<file path="src/rtl/spi_pkg.sv">
// Shared types and constants for the system-clock SPI responder.
package spi_pkg;

    typedef enum logic {
        ST_IDLE = 1'b0,
        ST_XFER = 1'b1
    } state_t;

    // SPI modes encoded as {CPOL, CPHA}
    localparam logic [1:0] MODE0 = 2'b00;
    localparam logic [1:0] MODE1 = 2'b01;
    localparam logic [1:0] MODE2 = 2'b10;
    localparam logic [1:0] MODE3 = 2'b11;

    function automatic int cnt_width(input int data_width);
        return $clog2(data_width + 1);
    endfunction

endpackage

</file>
<file path="src/rtl/spi_sync.sv">
// N-stage single-bit synchronizer with a configurable reset value.
module spi_sync #(
    parameter int   STAGES  = 2,
    parameter logic RST_VAL = 1'b0
) (
    input  logic clk,
    input  logic rst,
    input  logic i_d,
    output logic o_q
);

    logic [STAGES-1:0] r_sync;

    // NOTE: sequential state always uses non-blocking assignments so every flop samples pre-edge values.
    always_ff @(posedge clk or posedge rst) begin
        if (rst) begin
            r_sync <= {STAGES{RST_VAL}};
        end else begin
            r_sync <= {r_sync[STAGES-2:0], i_d};
        end
    end

    assign o_q = r_sync[STAGES-1];

endmodule

</file>
<file path="src/rtl/spi_slave_sysclk.sv">
// SPI responder oversampling sclk/cs_n/mosi on clk, all four CPOL/CPHA modes.
// Define SPI_SLAVE_UNDERRUN_EN to enable the underrun pulse output.
module spi_slave_sysclk
    import spi_pkg::*;
#(
    parameter int DATA_WIDTH  = 8,
    parameter int SYNC_STAGES = 2
) (
    input  logic                  clk,
    input  logic                  rst,
    input  logic                  sclk,
    input  logic                  cs_n,
    input  logic                  mosi,
    output logic                  miso,
    output logic                  miso_oe,
    input  logic                  CPOL,
    input  logic                  CPHA,
    input  logic [DATA_WIDTH-1:0] tx_data,
    input  logic                  tx_valid,
    output logic                  tx_ready,
    output logic [DATA_WIDTH-1:0] rx_data,
    output logic                  rx_valid,
    output logic                  busy,
    output logic                  underrun
);

    localparam int              CNT_W    = cnt_width(DATA_WIDTH);
    localparam logic [CNT_W-1:0] LAST_CNT = CNT_W'(DATA_WIDTH - 1);

    logic w_sclk_s;
    logic w_cs_s;
    logic w_mosi_s;

    spi_sync #(.STAGES(SYNC_STAGES), .RST_VAL(1'b0)) u_sync_sclk (
        .clk (clk),
        .rst (rst),
        .i_d (sclk),
        .o_q (w_sclk_s)
    );

    spi_sync #(.STAGES(SYNC_STAGES), .RST_VAL(1'b1)) u_sync_cs (
        .clk (clk),
        .rst (rst),
        .i_d (cs_n),
        .o_q (w_cs_s)
    );

    spi_sync #(.STAGES(SYNC_STAGES), .RST_VAL(1'b0)) u_sync_mosi (
        .clk (clk),
        .rst (rst),
        .i_d (mosi),
        .o_q (w_mosi_s)
    );

    state_t                r_state;
    logic                  r_sclk_d;
    logic [CNT_W-1:0]      r_bit_cnt;
    logic [DATA_WIDTH-1:0] r_rx_shift;
    logic [DATA_WIDTH-1:0] r_tx_shift;
    logic [DATA_WIDTH-1:0] r_hold;
    logic                  r_hold_full;
    logic                  r_armed;
    logic                  r_first;
    logic [DATA_WIDTH-1:0] r_rx_data;
    logic                  r_rx_valid;

    logic w_sclk_rise;
    logic w_sclk_fall;
    logic w_sample_edge;
    logic w_shift_edge;
    logic w_last_bit;
    logic w_in_xfer;
    logic w_load;
    logic w_accept;

    assign w_sclk_rise = w_sclk_s & ~r_sclk_d;
    assign w_sclk_fall = ~w_sclk_s & r_sclk_d;

    // NOTE: every always_comb output gets a default first so no path can infer a latch.
    always_comb begin
        w_sample_edge = 1'b0;
        w_shift_edge  = 1'b0;
        case ({CPOL, CPHA})
            MODE0, MODE3: begin
                w_sample_edge = w_sclk_rise;
                w_shift_edge  = w_sclk_fall;
            end
            MODE1, MODE2: begin
                w_sample_edge = w_sclk_fall;
                w_shift_edge  = w_sclk_rise;
            end
            default: ;
        endcase
    end

    assign w_last_bit = (r_bit_cnt == LAST_CNT);
    assign w_in_xfer  = (r_state == ST_XFER) && !w_cs_s;
    assign w_accept   = tx_valid && !r_hold_full;

    // CPHA=0 reloads on the shift edge after a boundary; CPHA=1 reloads on the final sample edge.
    assign w_load = ((r_state == ST_IDLE) && !w_cs_s) ||
                    (w_in_xfer && ((!CPHA && w_shift_edge && r_armed) ||
                                   (CPHA && w_sample_edge && w_last_bit)));

    always_ff @(posedge clk or posedge rst) begin
        if (rst) begin
            r_hold      <= '0;
            r_hold_full <= 1'b0;
        end else if (w_accept) begin
            r_hold      <= tx_data;
            r_hold_full <= 1'b1;
        end else if (w_load) begin
            r_hold_full <= 1'b0;
        end
    end

    always_ff @(posedge clk or posedge rst) begin
        if (rst) begin
            r_state    <= ST_IDLE;
            r_sclk_d   <= 1'b0;
            r_bit_cnt  <= '0;
            r_rx_shift <= '0;
            r_tx_shift <= '0;
            r_armed    <= 1'b0;
            r_first    <= 1'b0;
            r_rx_data  <= '0;
            r_rx_valid <= 1'b0;
        end else begin
            r_sclk_d   <= w_sclk_s;
            r_rx_valid <= 1'b0;

            if (w_load) begin
                r_tx_shift <= r_hold_full ? r_hold : '0;
                r_first    <= 1'b1;
                r_armed    <= 1'b0;
            end

            case (r_state)
                ST_IDLE: begin
                    if (!w_cs_s) begin
                        r_state    <= ST_XFER;
                        r_bit_cnt  <= '0;
                        r_rx_shift <= '0;
                    end
                end
                ST_XFER: begin
                    if (w_cs_s) begin
                        r_state    <= ST_IDLE;
                        r_bit_cnt  <= '0;
                        r_rx_shift <= '0;
                        r_tx_shift <= '0;
                        r_armed    <= 1'b0;
                    end else begin
                        if (w_sample_edge) begin
                            r_rx_shift <= {r_rx_shift[DATA_WIDTH-2:0], w_mosi_s};
                            if (w_last_bit) begin
                                r_rx_data  <= {r_rx_shift[DATA_WIDTH-2:0], w_mosi_s};
                                r_rx_valid <= 1'b1;
                                r_bit_cnt  <= '0;
                                r_armed    <= !CPHA;
                            end else begin
                                r_bit_cnt <= r_bit_cnt + CNT_W'(1);
                            end
                        end
                        // With CPHA=1 the freshly loaded MSB is already on miso at the first shift edge.
                        if (w_shift_edge && !w_load) begin
                            if (CPHA && r_first) begin
                                r_first <= 1'b0;
                            end else begin
                                r_tx_shift <= {r_tx_shift[DATA_WIDTH-2:0], 1'b0};
                            end
                        end
                    end
                end
                default: r_state <= ST_IDLE;
            endcase
        end
    end

`ifdef SPI_SLAVE_UNDERRUN_EN
    logic r_underrun;

    always_ff @(posedge clk or posedge rst) begin
        if (rst) begin
            r_underrun <= 1'b0;
        end else begin
            r_underrun <= w_load && !r_hold_full;
        end
    end

    assign underrun = r_underrun;
`else
    assign underrun = 1'b0;
`endif

    assign miso     = r_tx_shift[DATA_WIDTH-1];
    assign miso_oe  = ~w_cs_s;
    assign tx_ready = ~r_hold_full;
    assign rx_data  = r_rx_data;
    assign rx_valid = r_rx_valid;
    assign busy     = (r_state == ST_XFER);

endmodule

</file>
<file path="config.mk">
export PLATFORM = sky130hd
export DESIGN_NAME = spi_slave_sysclk
export DESIGN_NICKNAME = d
export VERILOG_FILES = /design/src/rtl/spi_pkg.sv /design/src/rtl/spi_sync.sv /design/src/rtl/spi_slave_sysclk.sv
export SDC_FILE = /design/constraint.sdc
export NUM_CORES = 1
export LEC_CHECK = 0
export ABC_AREA = 0
export CORE_ASPECT_RATIO = 1.75
export CORE_UTILIZATION = 43
export CTS_CLUSTER_SIZE = 28
export DETAILED_ROUTE_END_ITERATION = 10
export GPL_TIMING_DRIVEN = 0
export HOLD_SLACK_MARGIN = 0.03
export PLACE_DENSITY = 0.66
export SYNTH_ARGS = -nofsm -noshare
export SYNTH_HDL_FRONTEND = slang
export SYNTH_SLANG_ARGS = --single-unit
</file>
<file path="constraint.sdc">
create_clock -name clk -period 2.8 [get_ports clk]
set_input_delay 0.28 -clock clk [delete_from_list [all_inputs] [get_ports clk]]
set_output_delay 0.28 -clock clk [all_outputs]
set_load 0.02 [all_outputs]
</file>
==> results.md, run 1 <==
Power and ir drop:
- The total net switching power is 0.3355 mW.
- The power density of the placed cells is 563.2 nW/um2.
- The switching share of total power is 24.02%.
- The maximum vdd drop is 0.4047 mV.
- The clock group share of total power is 31.6%.
- The cell internal power dissipation is 1.061 mW.
- The sequential share of power is 55.1%.
- The static leakage is 1.111 nW.
- Of the total power, combinational logic draws 13.3%.

Worst setup path:
- The maximum fanout along the worst path is 8.
- By startpoint and endpoint, the worst setup path is classified as input pin to register.
- The launching point of the worst reg2reg path is r_bit_cnt[0].
- The kind of capture point of the worst setup path is a register.
- At the worst endpoint, the arrival time is 2.65 ns.
- The critical path data required time is 2.99 ns.
- The critical path launch point is CPOL.
- The kind of start point of the critical path is an input pin.

Floorplan:
- For this design the top-level I/O count stands at 30.
- The vertical die dimension is 92.71 um.
- The area enclosed by the die boundary is 4991 um2.
- The initial core utilization is 45.50%.
- From left edge to right edge, the die measures 53.84 um.
- Row generation in the floorplan step produced 32 rows.
- The core footprint is 4444 um2.

Placed design:
- The routability congestion estimate is 0.7628.
- Detailed placement ended at an HPWL of 2719 um.
- The count of buffers from port buffering is 27.

Yosys:
- A synthesized cell averages 12.80 um2.
- The number of library cell types mapped by synthesis is 36.
- The most instantiated flip-flop cell in the synthesis netlist is sky130_fd_sc_hd__dfrtp_1.
- After synthesis, the cell types taking the most area are sky130_fd_sc_hd__dfrtp_1, sky130_fd_sc_hd__mux2_2, sky130_fd_sc_hd__a22o_1.
- The share of synthesized area in the top cell type comes to 55.69%.
- The post-synthesis net count is 175.
- The largest total area in the synthesized netlist belongs to sky130_fd_sc_hd__dfrtp_1.
- The sequential fraction of the synthesis area is 58.29%.
- The post-synthesis instance area is 2022 um2.
- The cell count after synthesis came out at 158.
- By count the netlist is led by sky130_fd_sc_hd__dfrtp_1, sky130_fd_sc_hd__a22o_1, sky130_fd_sc_hd__mux2_2.
- The share of async-settable or async-resettable flops after synthesis is 100.0%.
- In this run, synthesis produced a sequential element count of 47.
- The most used standard cell by instance count after synthesis is sky130_fd_sc_hd__dfrtp_1.
- Yosys mapped a number of flops with a built-in enable equal to 0.
- The count of synthesis-stage warnings from yosys is 0.

CTS:
- TritonCTS built the clock tree.
- In this run, CTS created clock tree buffers numbering 5.
- The hold-fix buffer count after cts is 0.
- The number of setup buffers added after CTS is 0.
- At the later pin of the worst-skew pair, clock insertion delay measures 0.29 ns.
- After clock tree synthesis, the clock-pin slew on the worst setup and hold paths is 0.09 ns.
- The depth of the CTS H-tree is 2.
- The root buffer selected by CTS is sky130_fd_sc_hd__clkbuf_8.
- The number of gates resized after cts is 0.
- The buffer depth of the longest clock path is 2.
- CTS saw 47 sinks.

Route:
- The routed design has 3635 um of wire.
- For this run, design rule violations remaining after detail routing come to 0.
- The remaining antenna violation count after routing is 0.
- In the routed layout, each cell is associated on average with a via count of 5.445.
- The number of DRC violations after detailed-routing iteration 0 is 27.
- For this block, the via count after detailed routing is 1334.
- The first-pass detailed-route iteration total is 4.
- The routed wire length per instance is 14.84 um.

Timing:
- The count of endpoints failing hold in the final timing report is 0.
- The largest clock skew in the final design is 0.007475 ns.
- The final critical-path required period is 2.462 ns.
- Setup repair after global routing left no endpoint under its margin.
- The total setup violations reported at the end of the flow is 0.
- The count of pins over their slew limit is 0.
- The peak clock frequency supported by timing is 406.2 MHz.
- For the final routed database, the setup TNS stands at 0 ns.
- The actual slew at the worst max-slew pin is 0.5109 ns.
- The final critical path takes up 87.93% of the cycle.
- The worst pin sits at a relative slew slack of 64.97%.

Final layout:
- After filler insertion, the fill cell instance count of the layout stands at 386.
- The fraction of final layout cells sized beyond drive strength 1 is 19.59%.
- From synthesis to final layout, the design area changed by 22.65%.
- The antenna diode count is 0.
- For this run, the post-layout net count is 210.
- The final core utilization is 55.80%.

Global routing:
- The global routing usage summed across all routing layers is 17.54%.
- Entering global routing, the biggest net connects 30 pins.
- Summed over all layers, the global routing overflow is 0.
- The via count of the first global-routing pass is 1481.
- The first global-routing pass estimated 6444 um of wire.
- The initial antenna violation count is 0.

Status:
- The flow ran to the end, and the final reports show no timing, DRC or antenna violations.

Flow run:
- The max-cap violation count is 0.

Hold path:
- In this run the worst hold path is classified as input pin to asynchronous set/reset pin.
-- layout make-up --
cell class                      count  area, um2  share of cell area, %
Inverter                            3      11.26                 0.4541
Clock inverter                      1      7.507                 0.3027
Sequential cell                    47       1179                  47.53
Buffer                              6      38.79                  1.564
Timing Repair Buffer               28      290.3                  11.71
Tap cell                           51      63.81                  2.573
Clock buffer                        7      96.34                  3.885
Multi-Input combinational cell    102      793.3                  31.99
-- layer usage --
metal  vias to the layer above  track usage [%]  part of all wire [%]  wire, um
li1                        637                -                     -         -
met1                       675            18.19                    40      1450
met2                        18            31.69                    57      2077
met3                         4            2.956                   1.6        59
met4                         0            8.553                   1.3        47
met5                         -                0                     0         0
-- sequential cells by signal, summed over array words and instances, names as in the netlist, 2 cells and up --
register            count
r_bit_cnt               4
r_hold                  8
r_rx_shift              7
r_tx_shift              8
rx_data                 8
u_sync_cs.r_sync        2
u_sync_mosi.r_sync      2
u_sync_sclk.r_sync      2
-- worst max-delay path, cell delays in order --
cell and delay [ns]:
sky130_fd_sc_hd__clkdlybuf4s50_1 0.59, sky130_fd_sc_hd__xor2_2 0.31, sky130_fd_sc_hd__mux2i_4 0.48, sky130_fd_sc_hd__o221ai_4 0.19
sky130_fd_sc_hd__and3_1 0.22, sky130_fd_sc_hd__buf_4 0.16, sky130_fd_sc_hd__a22o_1 0.19, sky130_fd_sc_hd__a22o_1 0.23
-- worst paths after layout --
kind                       slack, ns  cells past startpoint                   to
setup / recovery                0.34                      8        r_tx_shift[6]
hold / removal                  0.29                      2           rx_data[5]
max in group asynchronous       1.94                      3  u_sync_cs.r_sync[1]
min in group clk                0.36                      0  u_sync_cs.r_sync[1]
setup reg to reg                0.67                      8        r_tx_shift[6]
hold reg to reg                 0.36                      0  u_sync_cs.r_sync[1]
-- metrics by stage --
step / total power, mW / area [um2] / setup slack [ns] / hold slack [ns] / std cells
6_report: 1.397 / 2480 / 0.3380 / 0.2916 / 245
5_1_grt: 1.470 / 2480 / 0.2191 / 0.3313 / 245
3_5_place_dp: 0.9722 / 2376 / 0.01140 / 0.3484 / 237
3_3_place_gp: 0.9583 / 2356 / 0.09678 / 0.3320 / 236
2_1_floorplan: 0.9046 / 2022 / 0.6432 / 0.2845 / 158
4_1_cts: 1.424 / 2480 / 0.3326 / 0.3027 / 245
-- kinds of logic after synthesis --
kind of cell             count (synthesis)  share of synthesized area [%]
AO/OA/AOI/OAI                           38                          14.98
XOR/XNOR                                 1                         0.8047
AND/OR/NAND/NOR                         38                          9.654
other                                    1                         0.1855
multiplexers                            23                          12.99
flip-flops                              47                          58.29
buffers and inverters                    9                          2.475
adder cells (fa/ha/maj)                  1                         0.6187
-- cells in the final DEF, fill, tap and decap left out, types with 2 or more instances in the layout --
master | netlist | final
sky130_fd_sc_hd__mux2_2 | 16 | 16
sky130_fd_sc_hd__nor2_1 | 7 | 7
sky130_fd_sc_hd__mux2i_1 | 6 | 6
sky130_fd_sc_hd__dfrtp_1 | 45 | 45
sky130_fd_sc_hd__buf_4 | 2 | 2
sky130_fd_sc_hd__clkdlybuf4s50_1 | 0 | 27
sky130_fd_sc_hd__dfstp_2 | 2 | 2
sky130_fd_sc_hd__clkbuf_1 | 2 | 2
sky130_fd_sc_hd__nor2b_1 | 3 | 3
sky130_fd_sc_hd__o21ai_0 | 8 | 8
sky130_fd_sc_hd__nand2b_1 | 4 | 4
sky130_fd_sc_hd__a22o_1 | 19 | 19
sky130_fd_sc_hd__clkbuf_8 | 0 | 7
sky130_fd_sc_hd__a21oi_1 | 3 | 3
sky130_fd_sc_hd__nand2_1 | 15 | 15
sky130_fd_sc_hd__nand4_1 | 2 | 2
sky130_fd_sc_hd__o41ai_1 | 2 | 2
-- power by group through the flow --
stage                     registers (mW)  logic [mW]  clock network, mW
after CTS                          0.770       0.189              0.465
final                              0.770       0.186              0.441
after global routing               0.779       0.204              0.487
after detailed placement           0.783       0.189                  0
after floorplan                    0.777       0.128                  0
after global placement             0.781       0.177                  0
Power figures use the tool's default switching activity.
==> inputs of run 2 (changes only) <==
--- a/config.mk
+++ b/config.mk
@@ -12,7 +12,7 @@
 export DETAILED_ROUTE_END_ITERATION = 10
 export GPL_TIMING_DRIVEN = 0
 export HOLD_SLACK_MARGIN = 0.03
-export PLACE_DENSITY = 0.66
+export PLACE_DENSITY = 0.74
 export SYNTH_ARGS = -nofsm -noshare
 export SYNTH_HDL_FRONTEND = slang
 export SYNTH_SLANG_ARGS = --single-unit
==> results.md, run 2 (synthesis gave the netlist of run 1 again) <==
Floorplan:
- The floorplan step defined a die boundary enclosing 4991 um2.
- The x dimension of the die is 53.84 um.
- The die is 92.71 um tall.
- The top-level I/O count is 30.
- The initial core utilization is 45.50%.
- The standard-cell row count is 32.
- In this run the standard cell core region covers 4444 um2.

Worst setup path:
- The critical path's largest stage delay is 0.59 ns.
- Along the worst path, the maximum fanout reaches 9.
- The endpoint identified for the worst register-to-register timing path is r_tx_shift[6].
- Data on the critical path arrives at its endpoint at 2.62 ns.
- The setup path with the least slack is of type input pin to register.
- Counting cells, the worst reg-to-reg path comes to 8.
- The launching point of the worst reg2reg path is r_bit_cnt[0].
- The kind of capture point of the worst setup path is a register.
- For the worst setup path, the data required time is 2.98 ns.
- Traced cell by cell, the critical path runs through clkdlybuf4s50_1 > xor2_2 > mux2i_1 > nand2_1 > nor2_2 > mux2_2.
- The kind of cell with the highest combined delay on the critical path is multiplexers.
- The cell with the largest stage delay on the worst path is sky130_fd_sc_hd__clkdlybuf4s50_1.
- The critical path launch point is CPOL.
- The kind of start point of the critical path is an input pin.
- The number of buffers and inverters on the critical path is 1.
- In this run the register-to-register setup slack is 0.70 ns.

Timing:
- The largest clock skew in the final design is 0.01348 ns.
- The ratio of final minimum period to clock period is 86.89%.
- The count of endpoints failing hold in the final timing report is 0.
- Setup slack closes at 0.3669 ns.
- The count of pins over their slew limit is 0.
- The total setup violations reported at the end of the flow is 0.
- Setup repair after global routing left no endpoint under its margin.
- Adding up every negative setup slack in the final design gives 0 ns.
- The worst pin sits at a relative slew slack of 64.39%.
- At the pin with the least slew margin, the transition time is 0.5193 ns.
- The final critical-path required period is 2.433 ns.
- Derived from the worst setup path, the maximum achievable clock frequency is 411.0 MHz.

Final layout:
- The layout overhead on the synthesized area is 23.21%.
- The final core utilization is 56.05%.
- The most common library cell in the layout ignoring fill and taps is sky130_fd_sc_hd__dfrtp_1.
- In the layout the commonest cells are sky130_fd_sc_hd__dfrtp_1, sky130_fd_sc_hd__clkdlybuf4s50_1, sky130_fd_sc_hd__a22o_1.
- The fraction of final layout cells sized beyond drive strength 1 is 19.59%.
- The final standard cell count with taps included and fillers excluded is 245.
- The final-stage net count is 210.
- The antenna diode count is 0.

Power and ir drop:
- After layout, the design draws a total of 1.447 mW.
- VDD sags by at most 0.4049 mV.
- The static leakage is 1.115 nW.
- For this design the ratio of total power to cell area is 580.8 nW/um2.

Placed design:
- Including well taps, the total number of placed cells is 237.
- Summed over all nets, the half-perimeter wirelength after detailed placement is 2584 um.
- The placement-stage worst setup slack is 0.02322 ns.
- Input and output buffers added on the ports amount to 27.
- The routability congestion estimate is 0.7678.

Route:
- The remaining design rule violation count is 0.
- The detail-routed via count per cell is 5.400.
- The routed wire length per instance is 14.02 um.
- The final route contains 1323 vias.
- The number of DRC violations after detailed-routing iteration 0 is 20.
- Wires add up to 3434 um.
- The first-pass detailed-route iteration total is 4.
- Once detail routing completed, the nets flagged for antenna violations numbered 0.

CTS:
- The number of gates resized after cts is 0.
- Clock-pin slew was measured on the worst setup and hold paths at 0.09 ns.
- The root buffer selected by CTS is sky130_fd_sc_hd__clkbuf_8.
- Buffers added to address setup during post-CTS repair amount to 0.
- The number of hold buffers added after CTS was 0.
- The clock sink count is 47.
- At the later pin of the worst-skew pair, clock insertion delay measures 0.30 ns.
- The longest clock path from root to sink contains 2 buffers.
- TritonCTS built the clock tree.
- The TritonCTS buffer count is 5.
- The H-tree was split into 2 levels.

Global routing:
- The initial antenna violation count is 0.
- Entering global routing, the biggest net connects 48 pins.
- The via count of the first global-routing pass is 1436.
- The global-route congestion overflow total is 0.
- The first-pass GRT wire length is 6120 um.
- The global routing usage summed across all routing layers is 16.79%.

Status:
- The run finished with clean final reports.

Hold path:
- The tightest min-delay check is of the input pin to asynchronous set/reset pin type.

Flow run:
- Across the run, the number of max-cap violations was 0.
-- run 2: cell types whose count changed in the layout (fill, tap and decap cells not counted), sizes merged --
cell	delta
inv	+1
clkbuf	-2
bufinv	+1
-- run 2: power breakdown --
group / total [mW] / switching (mW) / internal (mW)
Combinational: 0.183 / 0.0832 / 0.100
Clock: 0.493 / 0.224 / 0.269
Sequential: 0.770 / 0.0339 / 0.736
-- run 2: cell type report --
type	instances	area, um2
repair buffers	28	290.3
well taps	51	63.81
fillers	364	1953
inverters	3	11.26
flip-flops and latches	47	1179
clock buffers	5	68.82
clock inverters	3	46.29
plain buffers	6	38.79
multi-input cells	102	793.3
-- run 2: worst max-delay path by stage --
stage                                to  slack (ns)  cells past startpoint
after floorplan           r_tx_shift[6]        0.64                      8
after global placement    r_tx_shift[6]         0.1                      8
after detailed placement     rx_data[1]        0.02                      6
after CTS                    rx_data[1]        0.35                      6
after global routing         rx_data[1]        0.22                      6
final                        rx_data[1]        0.37                      6
-- run 2: routing by layer --
metal	share of wire (%)	wire length [um]	vias to the layer above	track usage, %
li1	-	-	638	-
met1	38	1299	657	18.02
met2	58	1989	22	29.22
met3	2.2	74	6	2.956
met4	2.0	70	0	9.211
met5	0	0	-	0
-- run 2: worst min-delay path: cells and delay by family --
| kind | cells | cell delay (ns) |
|---|---|---|
| buf+inv | 3 | 0.71 |
-- run 2: stage by stage --
stage,hold WS (ns),instance area (um2)
5_1_grt,0.3658,2491
3_5_place_dp,0.3363,2376
3_3_place_gp,0.3325,2356
2_1_floorplan,0.2845,2022
4_1_cts,0.3255,2491
6_report,0.3279,2491
==> inputs of run 3 (changes only) <==
--- a/config.mk
+++ b/config.mk
@@ -13,6 +13,7 @@
 export GPL_TIMING_DRIVEN = 0
 export HOLD_SLACK_MARGIN = 0.03
 export PLACE_DENSITY = 0.74
+export SETUP_SLACK_MARGIN = 0.1
 export SYNTH_ARGS = -nofsm -noshare
 export SYNTH_HDL_FRONTEND = slang
 export SYNTH_SLANG_ARGS = --single-unit
==> results of run 3 <==
Final layout, timing and power as in run 2 (identical DEF).
